===== config.mk =====
export PLATFORM = sky130hd
export DESIGN_NAME = iterative_muldiv
export DESIGN_NICKNAME = d
export VERILOG_FILES = /design/src/rtl/alu_pkg.sv /design/src/rtl/muldiv_sign_fix.sv /design/src/rtl/iterative_muldiv.sv
export SDC_FILE = /design/constraint.sdc
export NUM_CORES = 1
export LEC_CHECK = 0
export CORE_MARGIN = 1.5
export CORE_UTILIZATION = 55
export CTS_CLUSTER_SIZE = 16
export DETAILED_ROUTE_END_ITERATION = 8
export PLACE_DENSITY = 0.86
export SYNTH_ARGS = -nofsm -noshare
export SYNTH_HDL_FRONTEND = slang
export SYNTH_SLANG_ARGS = --single-unit

===== constraint.sdc =====
create_clock -name clk -period 12.3 [get_ports clk]
set_input_delay 3.69 -clock clk [delete_from_list [all_inputs] [get_ports clk]]
set_output_delay 3.69 -clock clk [all_outputs]
set_load 0.02 [all_outputs]

===== src/rtl/alu_pkg.sv =====
// Shared ALU operation codes and multiply/divide FSM state encoding.
// Latency: none (declarations only).
// Backpressure: not applicable.
package alu_pkg;

   typedef enum logic [3:0] {
      ALU_NOP   = 4'd0,
      ALU_ADD   = 4'd1,
      ALU_SUB   = 4'd2,
      ALU_AND   = 4'd3,
      ALU_OR    = 4'd4,
      ALU_XOR   = 4'd5,
      ALU_NOR   = 4'd6,
      ALU_SLT   = 4'd7,
      ALU_SLL   = 4'd8,
      ALU_SRL   = 4'd9,
      ALU_SRA   = 4'd10,
      ALU_LUI   = 4'd11,
      ALU_MULT  = 4'd12,
      ALU_DIV   = 4'd13,
      ALU_MULTU = 4'd14,
      ALU_DIVU  = 4'd15
   } alu_op_e;

   typedef enum logic [1:0] {
      ST_IDLE,
      ST_CALC,
      ST_FIXUP,
      ST_DONE
   } muldiv_state_t;

endpackage


===== src/rtl/muldiv_sign_fix.sv =====
// Conditional two's-complement negate (magnitude extraction / sign restore).
// Latency: combinational.
// Backpressure: none.
module muldiv_sign_fix #(
   parameter int WIDTH = 32
) (
   input  logic [WIDTH-1:0] i_val,
   input  logic             i_neg,
   output logic [WIDTH-1:0] o_val
);

   // The most-negative value maps onto itself, which is exactly its unsigned magnitude.
   assign o_val = i_neg ? (~i_val + WIDTH'(1)) : i_val;

endmodule


===== src/rtl/iterative_muldiv.sv =====
// Multi-cycle signed MULT/DIV into HI/LO; MULTU/DIVU added when MULDIV_UNSIGNED_EN is defined.
// Latency: WIDTH+2 cycles start->done; divide by zero completes in 1 cycle.
// Backpressure: start is only sampled in IDLE; busy flags the caller to stall.
module iterative_muldiv
   import alu_pkg::*;
#(
   parameter int WIDTH = 32,
   parameter int CNT_W = $clog2(WIDTH + 1)
) (
   input  logic             clk,
   input  logic             rst,
   input  logic             start,
   input  logic [3:0]       alu_operation,
   input  logic [WIDTH-1:0] a,
   input  logic [WIDTH-1:0] b,
   output logic             busy,
   output logic             done,
   output logic [WIDTH-1:0] hi,
   output logic [WIDTH-1:0] lo,
   output logic             div_by_zero
);

   localparam logic [CNT_W-1:0] LAST_ITER = CNT_W'(WIDTH - 1);

   muldiv_state_t        r_state;
   muldiv_state_t        w_next_state;
   logic [CNT_W-1:0]     r_cnt;
   logic [2*WIDTH-1:0]   r_acc;     // mul: {partial, multiplier}; div: {remainder, quotient}
   logic [WIDTH-1:0]     r_opnd;    // multiplicand magnitude or divisor magnitude
   logic                 r_is_div;
   logic                 r_neg_q;   // negate product / quotient
   logic                 r_neg_r;   // negate remainder
   logic [WIDTH-1:0]     r_hi;
   logic [WIDTH-1:0]     r_lo;
   logic                 r_dbz;

   alu_op_e              w_op;
   logic                 w_op_mul;
   logic                 w_op_div;
   logic                 w_signed;
   logic                 w_b_zero;
   logic                 w_accept;
   logic [WIDTH-1:0]     w_mag_a;
   logic [WIDTH-1:0]     w_mag_b;
   logic [WIDTH:0]       w_mul_sum;
   logic [2*WIDTH-1:0]   w_mul_next;
   logic [WIDTH:0]       w_div_diff;
   logic [2*WIDTH-1:0]   w_div_next;
   logic [2*WIDTH-1:0]   w_prod;
   logic [WIDTH-1:0]     w_quot;
   logic [WIDTH-1:0]     w_rem;

   assign w_op = alu_op_e'(alu_operation);
`ifdef MULDIV_UNSIGNED_EN
   assign w_op_mul = (w_op == ALU_MULT) || (w_op == ALU_MULTU);
   assign w_op_div = (w_op == ALU_DIV)  || (w_op == ALU_DIVU);
   assign w_signed = (w_op == ALU_MULT) || (w_op == ALU_DIV);
`else
   assign w_op_mul = (w_op == ALU_MULT);
   assign w_op_div = (w_op == ALU_DIV);
   assign w_signed = 1'b1;
`endif
   assign w_b_zero = (b == '0);

   muldiv_sign_fix #(.WIDTH(WIDTH)) u_mag_a (
      .i_val(a), .i_neg(w_signed & a[WIDTH-1]), .o_val(w_mag_a));
   muldiv_sign_fix #(.WIDTH(WIDTH)) u_mag_b (
      .i_val(b), .i_neg(w_signed & b[WIDTH-1]), .o_val(w_mag_b));

   // Shift-add step: conditionally add multiplicand to the upper half, then shift right.
   assign w_mul_sum  = {1'b0, r_acc[2*WIDTH-1:WIDTH]} + {1'b0, (r_acc[0] ? r_opnd : '0)};
   assign w_mul_next = {w_mul_sum, r_acc[WIDTH-1:1]};

   // Restoring step: trial-subtract divisor from {remainder, next dividend bit}.
   assign w_div_diff = r_acc[2*WIDTH-1:WIDTH-1] - {1'b0, r_opnd};
   assign w_div_next = w_div_diff[WIDTH] ? {r_acc[2*WIDTH-2:0], 1'b0}
                                         : {w_div_diff[WIDTH-1:0], r_acc[WIDTH-2:0], 1'b1};

   muldiv_sign_fix #(.WIDTH(2*WIDTH)) u_fix_prod (
      .i_val(r_acc), .i_neg(r_neg_q), .o_val(w_prod));
   muldiv_sign_fix #(.WIDTH(WIDTH)) u_fix_quot (
      .i_val(r_acc[WIDTH-1:0]), .i_neg(r_neg_q), .o_val(w_quot));
   muldiv_sign_fix #(.WIDTH(WIDTH)) u_fix_rem (
      .i_val(r_acc[2*WIDTH-1:WIDTH]), .i_neg(r_neg_r), .o_val(w_rem));

   // State register.
   always_ff @(posedge clk or posedge rst) begin
      if (rst) r_state <= ST_IDLE;
      else     r_state <= w_next_state;
   end

   // Next-state, start acceptance and status decode (status depends on state only).
   always_comb begin
      w_next_state = r_state;
      w_accept     = 1'b0;
      busy         = 1'b0;
      done         = 1'b0;
      case (r_state)
         ST_IDLE: begin
            if (start && (w_op_mul || w_op_div)) begin
               w_accept     = 1'b1;
               w_next_state = (w_op_div && w_b_zero) ? ST_DONE : ST_CALC;
            end
         end
         ST_CALC: begin
            busy = 1'b1;
            if (r_cnt == LAST_ITER) w_next_state = ST_FIXUP;
         end
         ST_FIXUP: begin
            busy         = 1'b1;
            w_next_state = ST_DONE;
         end
         ST_DONE: begin
            done         = 1'b1;
            w_next_state = ST_IDLE;
         end
         default: w_next_state = ST_IDLE;
      endcase
   end

   // Operand capture, iteration datapath and HI/LO result load.
   always_ff @(posedge clk or posedge rst) begin
      if (rst) begin
         r_cnt    <= '0;
         r_acc    <= '0;
         r_opnd   <= '0;
         r_is_div <= 1'b0;
         r_neg_q  <= 1'b0;
         r_neg_r  <= 1'b0;
         r_hi     <= '0;
         r_lo     <= '0;
         r_dbz    <= 1'b0;
      end else if (w_accept) begin
         r_cnt    <= '0;
         r_is_div <= w_op_div;
         r_neg_q  <= w_signed & (a[WIDTH-1] ^ b[WIDTH-1]);
         r_neg_r  <= w_signed & a[WIDTH-1];
         r_opnd   <= w_op_div ? w_mag_b : w_mag_a;
         r_acc    <= {{WIDTH{1'b0}}, (w_op_div ? w_mag_a : w_mag_b)};
         r_dbz    <= 1'b0;
         if (w_op_div && w_b_zero) begin
            r_hi  <= a;
            r_lo  <= '1;
            r_dbz <= 1'b1;
         end
      end else if (r_state == ST_CALC) begin
         r_cnt <= r_cnt + CNT_W'(1);
         r_acc <= r_is_div ? w_div_next : w_mul_next;
      end else if (r_state == ST_FIXUP) begin
         if (r_is_div) begin
            r_hi <= w_rem;
            r_lo <= w_quot;
         end else begin
            r_hi <= w_prod[2*WIDTH-1:WIDTH];
            r_lo <= w_prod[WIDTH-1:0];
         end
      end
   end

   assign hi          = r_hi;
   assign lo          = r_lo;
   assign div_by_zero = r_dbz;

endmodule


# After elaboration in Yosys (flattened, before gate mapping)
# Index checks and enable logic that the tools add are counted.
# totals
memories	0
rom_bits	0
latchBits	0
ramBits	0
register_bits	172
# op_classes
n_mul	0
n_shift	0
n_eq_ne	10
muxes	33
add_sub_neg	8
n_reduce_logical	10
n_bitwise	6
div	0
magnitude_cmp	0
# ops
operator	n
32-bit 2-to-1 mux	17
64-bit 2-to-1 mux	5
32-bit by 1-bit adder with 32-bit output (second input constant)	4
32-bit inverter	4
64-bit by 1-bit adder with 64-bit output (second input constant)	1
64-bit inverter	1
32-bit by 32-bit adder with 33-bit output	1
33-bit by 32-bit subtractor with 33-bit output	1
32-bit zero test	1
6-bit 2-to-1 mux	2
4-bit equality test (second input constant)	2
2-bit case mux with 4 select lines	1
6-bit by 1-bit adder with 6-bit output (second input constant)	1
6-bit by 5-bit equality test with 1-bit output (second input constant)	1
2-bit 2-to-1 mux	3
2-bit != test (second input constant)	3
1-bit 2-to-1 mux	5
2-bit equality test (second input constant)	2
2-bit nonzero test	2
3-bit AND reduction	1
2-bit by 1-bit equality test with 1-bit output (second input constant)	1
1-bit logical AND	2
2-bit zero test	1
2-bit by 1-bit != test with 1-bit output (second input constant)	1
4 further kinds	4

# Logic depth before layout (Yosys ltp)
# logic_depth
ltp_word	7
depth_mapped	14
depth_no_buf	13

# By module
# A second synthesis with hierarchy kept.
# hier_totals
hier_cells	2098
hier_area_um2	17598.1
# by_module_without_submodules
module	instances	area_per_inst_um2	cells_per_inst	seq_area_each_um2
iterative_muldiv	1	12841.1	1496	4304.1
muldiv_sign_fix at u_fix_quot ...	4	777.0	99	0.0
muldiv_sign_fix at u_fix_prod	1	1649.1	206	0.0

# Least setup slack after synthesis
# OpenSTA, ideal clock, no wires.
# synth_path
path_kind	input port to flip-flop
startpoint	in b[13]
endpoint	reg r_hi[1] (netlist: hi[1])
path_slack_ns	6.058
stages	7
arrival_time_ns	6.116
cell_sequence	or4_4 -> or3_4 -> or3_4 -> or4_4 -> a21o_4 -> buf_6 -> a221o_1
# synth_via
elab_chain_cells	4
# synth_lines
element	line	source
start, declared	iterative_muldiv.sv:15	input logic [WIDTH-1:0] b,
32-bit zero test	iterative_muldiv.sv:63	assign w_b_zero = (b == '0);
1-bit logical AND	iterative_muldiv.sv:141	if (w_op_div && w_b_zero) begin
2-bit by 1-bit != test with 1-bit output (no source line)	n/a	
3-bit AND reduction (no source line)	n/a	
end signal, assigned	iterative_muldiv.sv:151	r_hi <= w_rem;
end signal, assigned	iterative_muldiv.sv:154	r_hi <= w_prod[2*WIDTH-1:WIDTH];
end, declared	iterative_muldiv.sv:33	logic [WIDTH-1:0] r_hi;
# No other way between the ends.
# A chain may end at the register's enable or synchronous reset.

# Worst setup path in the final report
# layout_path
startpoint	in b[11]
endpoint	reg r_hi[18] (netlist: hi[18])
# Same word-level chain as after synthesis.

==> results by group <==
GRT
  – Largest net degree at the start of global routing: 90
  – GR Util All Layers: 0.372
  – Global-route wire length before repair: between 80 and 90 mm
  – GRT overflow: 0
  – Vias in the first global route: 14045
  – Initial antenna violation count: 0

STA
  – Fmax: 144 MHz
  – Final setup TNS: 0 ns
  – Max-slew violation count: 0
  – Tightest Pin Transition: 1.13 ns
  – Fin crit share: 0.566
  – Hold Vio Cnt, Final: 0
  – Unrepaired setup endpoints after global routing: no
  – Relative slew slack: 0.247
  – Clock skew: 0.0212 ns
  – # setup viols final: 0
  – Fin crit period: 6.96 ns

Floorplan
  – Die height: around 170 um
  – Die area: 27900 um2
  – Core box area: 26200 um2
  – Initial Util: 0.565
  – DIE WIDTH: 167 um
  – IO Pins: 138
  – # rows: 59

Place
  – Port bufs: 137
  – Detailed Place HPWL: 39.2 mm
  – Final Wtd Congestion: 0.993

Worst setup path
  – CP startpoint kind: input port
  – CP startpoint: b[11]
  – R2R depth: 11
  – Path type of the worst setup path: input port to flop
  – R2r setup slk: 7.42 ns
  – Crit-path slowest cell: or4_4
  – Critical path cell sequence: clkdlybuf4s50_1 > or4_4 > or3_4 > or3_4 > or4_4 > a21o_4 > nor2_8 > a21oi_1 > a21oi_1 > a21o_1
  – Critical path endpoint category: flop
  – Crit Path Max Fanout: 44
  – Slowest cell delay on critical path: 0.56 ns
  – CP Data Arrival Time: about 7.4 ns
  – RR Endpoint: r_acc[35]
  – WP data required: 12.69 ns
  – Buf/Inv on CP: 1
  – R2R Path Start: r_acc[54]
  – Cell family with most CP delay: simple AND/OR/NAND/NOR gates

Route
  – # DRC: 0
  – ANT nets after route: 0
  – Vias per cell: 6.68
  – WL/cell: 22.8 um
  – DR iter-0 viols: 2566
  – Final WL: 52.4 mm
  – Via count: 15329
  – DRT Pass-1 Iters: 9

Finish
  – Nets@finish: 2094
  – Multi-input gate area: 9780 um2
  – Filler Cells Inserted: 2252
  – FF+latch area: 4310 um2
  – Synth-to-Final Area Change: 13.8%
  – Share of layout cells above drive strength 1: 0.0403
  – Antenna Cells: 0
  – Final Util: 0.643

Synthesis
  – Sequential share of the synthesized area: 0.291
  – Top-count cell post-synth: nand2_1
  – Synth top area share: 0.291
  – Syn Area/Cell: between 7 and 8 um2
  – #FFs+latches synth: 172
  – Syn Inst Count: between 1500 and 2000
  – Cell accounting for the most synthesized area: dfrtp_1
  – Primary FF master, synth: dfrtp_1
  – Yosys cell types: 76
  – Yosys Warn Count: 0
  – Top post-synthesis cells by area: dfrtp_1, o21ai_0, ha_1
  – Post-synth EDFFs: 0
  – Most frequent cells after synthesis: nand2_1, o21ai_0, dfrtp_1
  – Synthesized area: 14800 um2
  – Net Count, Synth: a little over 2000
  – Post-synth ARST share: 1.00

Clock tree
  – Setup Fix Bufs, Post-CTS: 0
  – CTS tree: yes
  – Sink Count: 172
  – Clk buf depth: 2
  – CTS buffer count: 17
  – Clock Latency Late Sink: 0.45 ns
  – H-tree depth: 4
  – CTS root buf: clkbuf_16
  – Cts hold-fix bufs: 0
  – CTS clk-pin slew, worst paths: roughly 0.08 ns
  – Post-CTS sizing: 0

Pwr
  – Leakage: 6.87 nW
  – Power Total: 0.00513 W
  – Worst VDD drop: approximately 0.19 mV
  – Power Density: 305 nW/um2

Min path
  – Hold Path Class: flop to flop
  – Hold Startpoint: r_opnd[19]
  – Hold endpoint: r_opnd[19]
  – WHS Path Cells: 2

Outcome
  – Status: completed

Flow run
  – Max cap viols: 0
==> tightest hold or removal path: stages, from the launching register on <==
cell and delay (ns):
dfrtp_1 0.35, nand2_1 0.05, o21ai_0 0.06
==> layer usage <==
layer | global-route usage | wire (um) | vias up
met5 | 0 | 0 | -
li1 | - | - | 6936
met1 | 0.514 | 21400 | 7212
met3 | 0.0872 | 6370 | 159
met4 | 0.158 | 2400 | 0
met2 | 0.557 | 22200 | 1022
==> sequential cells by signal, indices dropped and copies added (netlist names) <==
name and flops:
div_by_zero 1, hi 32, lo 32, r_acc 64, r_cnt 6, r_is_div 1, r_neg_q 1, r_neg_r 1
r_opnd 32, r_state 2
==> worst max path at each step <==
stage / to / slack, ns / cells past startpoint
final: hi[18] / 5.34 / 10
after global routing: hi[18] / 5.25 / 10
after CTS: hi[18] / 5.39 / 10
after detailed placement: hi[18] / 4.99 / 10
after global placement: hi[10] / 5.07 / 10
after floorplan: div_by_zero / 3.95 / 1
==> cells by family after synthesis <==
family                   Yosys count  synth area share
AO/OA/AOI/OAI                    644             0.266
AND/OR/NAND/NOR                  600             0.192
buffers and inverters            186            0.0509
XOR/XNOR                         176             0.104
flip-flops                       172             0.291
adder cells (fa/ha/maj)           75            0.0644
multiplexers                      47            0.0321
==> where the power goes <==
group	total (W)	internal [W]	switching (W)	leakage, nW
sequential	0.00119	0.000828	0.000360	2.02
combinational	0.00335	0.00131	0.00204	4.55
clock	0.000595	0.000330	0.000264	0.302
total	0.00513	0.00247	0.00266	6.87
==> cell type report <==
type | count | area share
Multi-Input combinational cell | 1542 | 0.581
Sequential cell | 172 | 0.256
Timing Repair Buffer | 152 | 0.0878
Clock buffer | 18 | 0.0261
Tap cell | 335 | 0.0249
Inverter | 63 | 0.0143
Clock inverter | 13 | 0.0106
==> placed cells by master, fill, tap and decap left out, types with 16 or more instances in the layout <==
cell and instances:
nand2b_1 21, nand2_1 220, dfrtp_1 171, nor2b_1 16, o21ai_1 27, a21o_1 21
clkdlybuf4s50_1 136, ha_1 72, o211ai_1 51, nor3_1 49, a22oi_1 17, xor2_1 99
nand4_1 17, a31oi_1 21, a21oi_1 155, nor2_1 153, clkbuf_16 17, o31ai_1 31
xnor2_1 76, nand3_1 24, mux2i_1 43, o21ai_0 218, inv_1 62
==> stage by stage <==
step,hold WS (ns),setup WS [ns],instances,cell area [um2]
2_1_floorplan,0.450,3.95,1900,14800
3_3_place_gp,0.469,5.07,2264,16200
3_5_place_dp,0.477,4.99,2264,16200
4_1_cts,0.492,5.39,2295,16800
5_1_grt,0.510,5.25,2295,16800
6_report,0.490,5.34,2295,16800
Power figures use the tool's default switching activity.
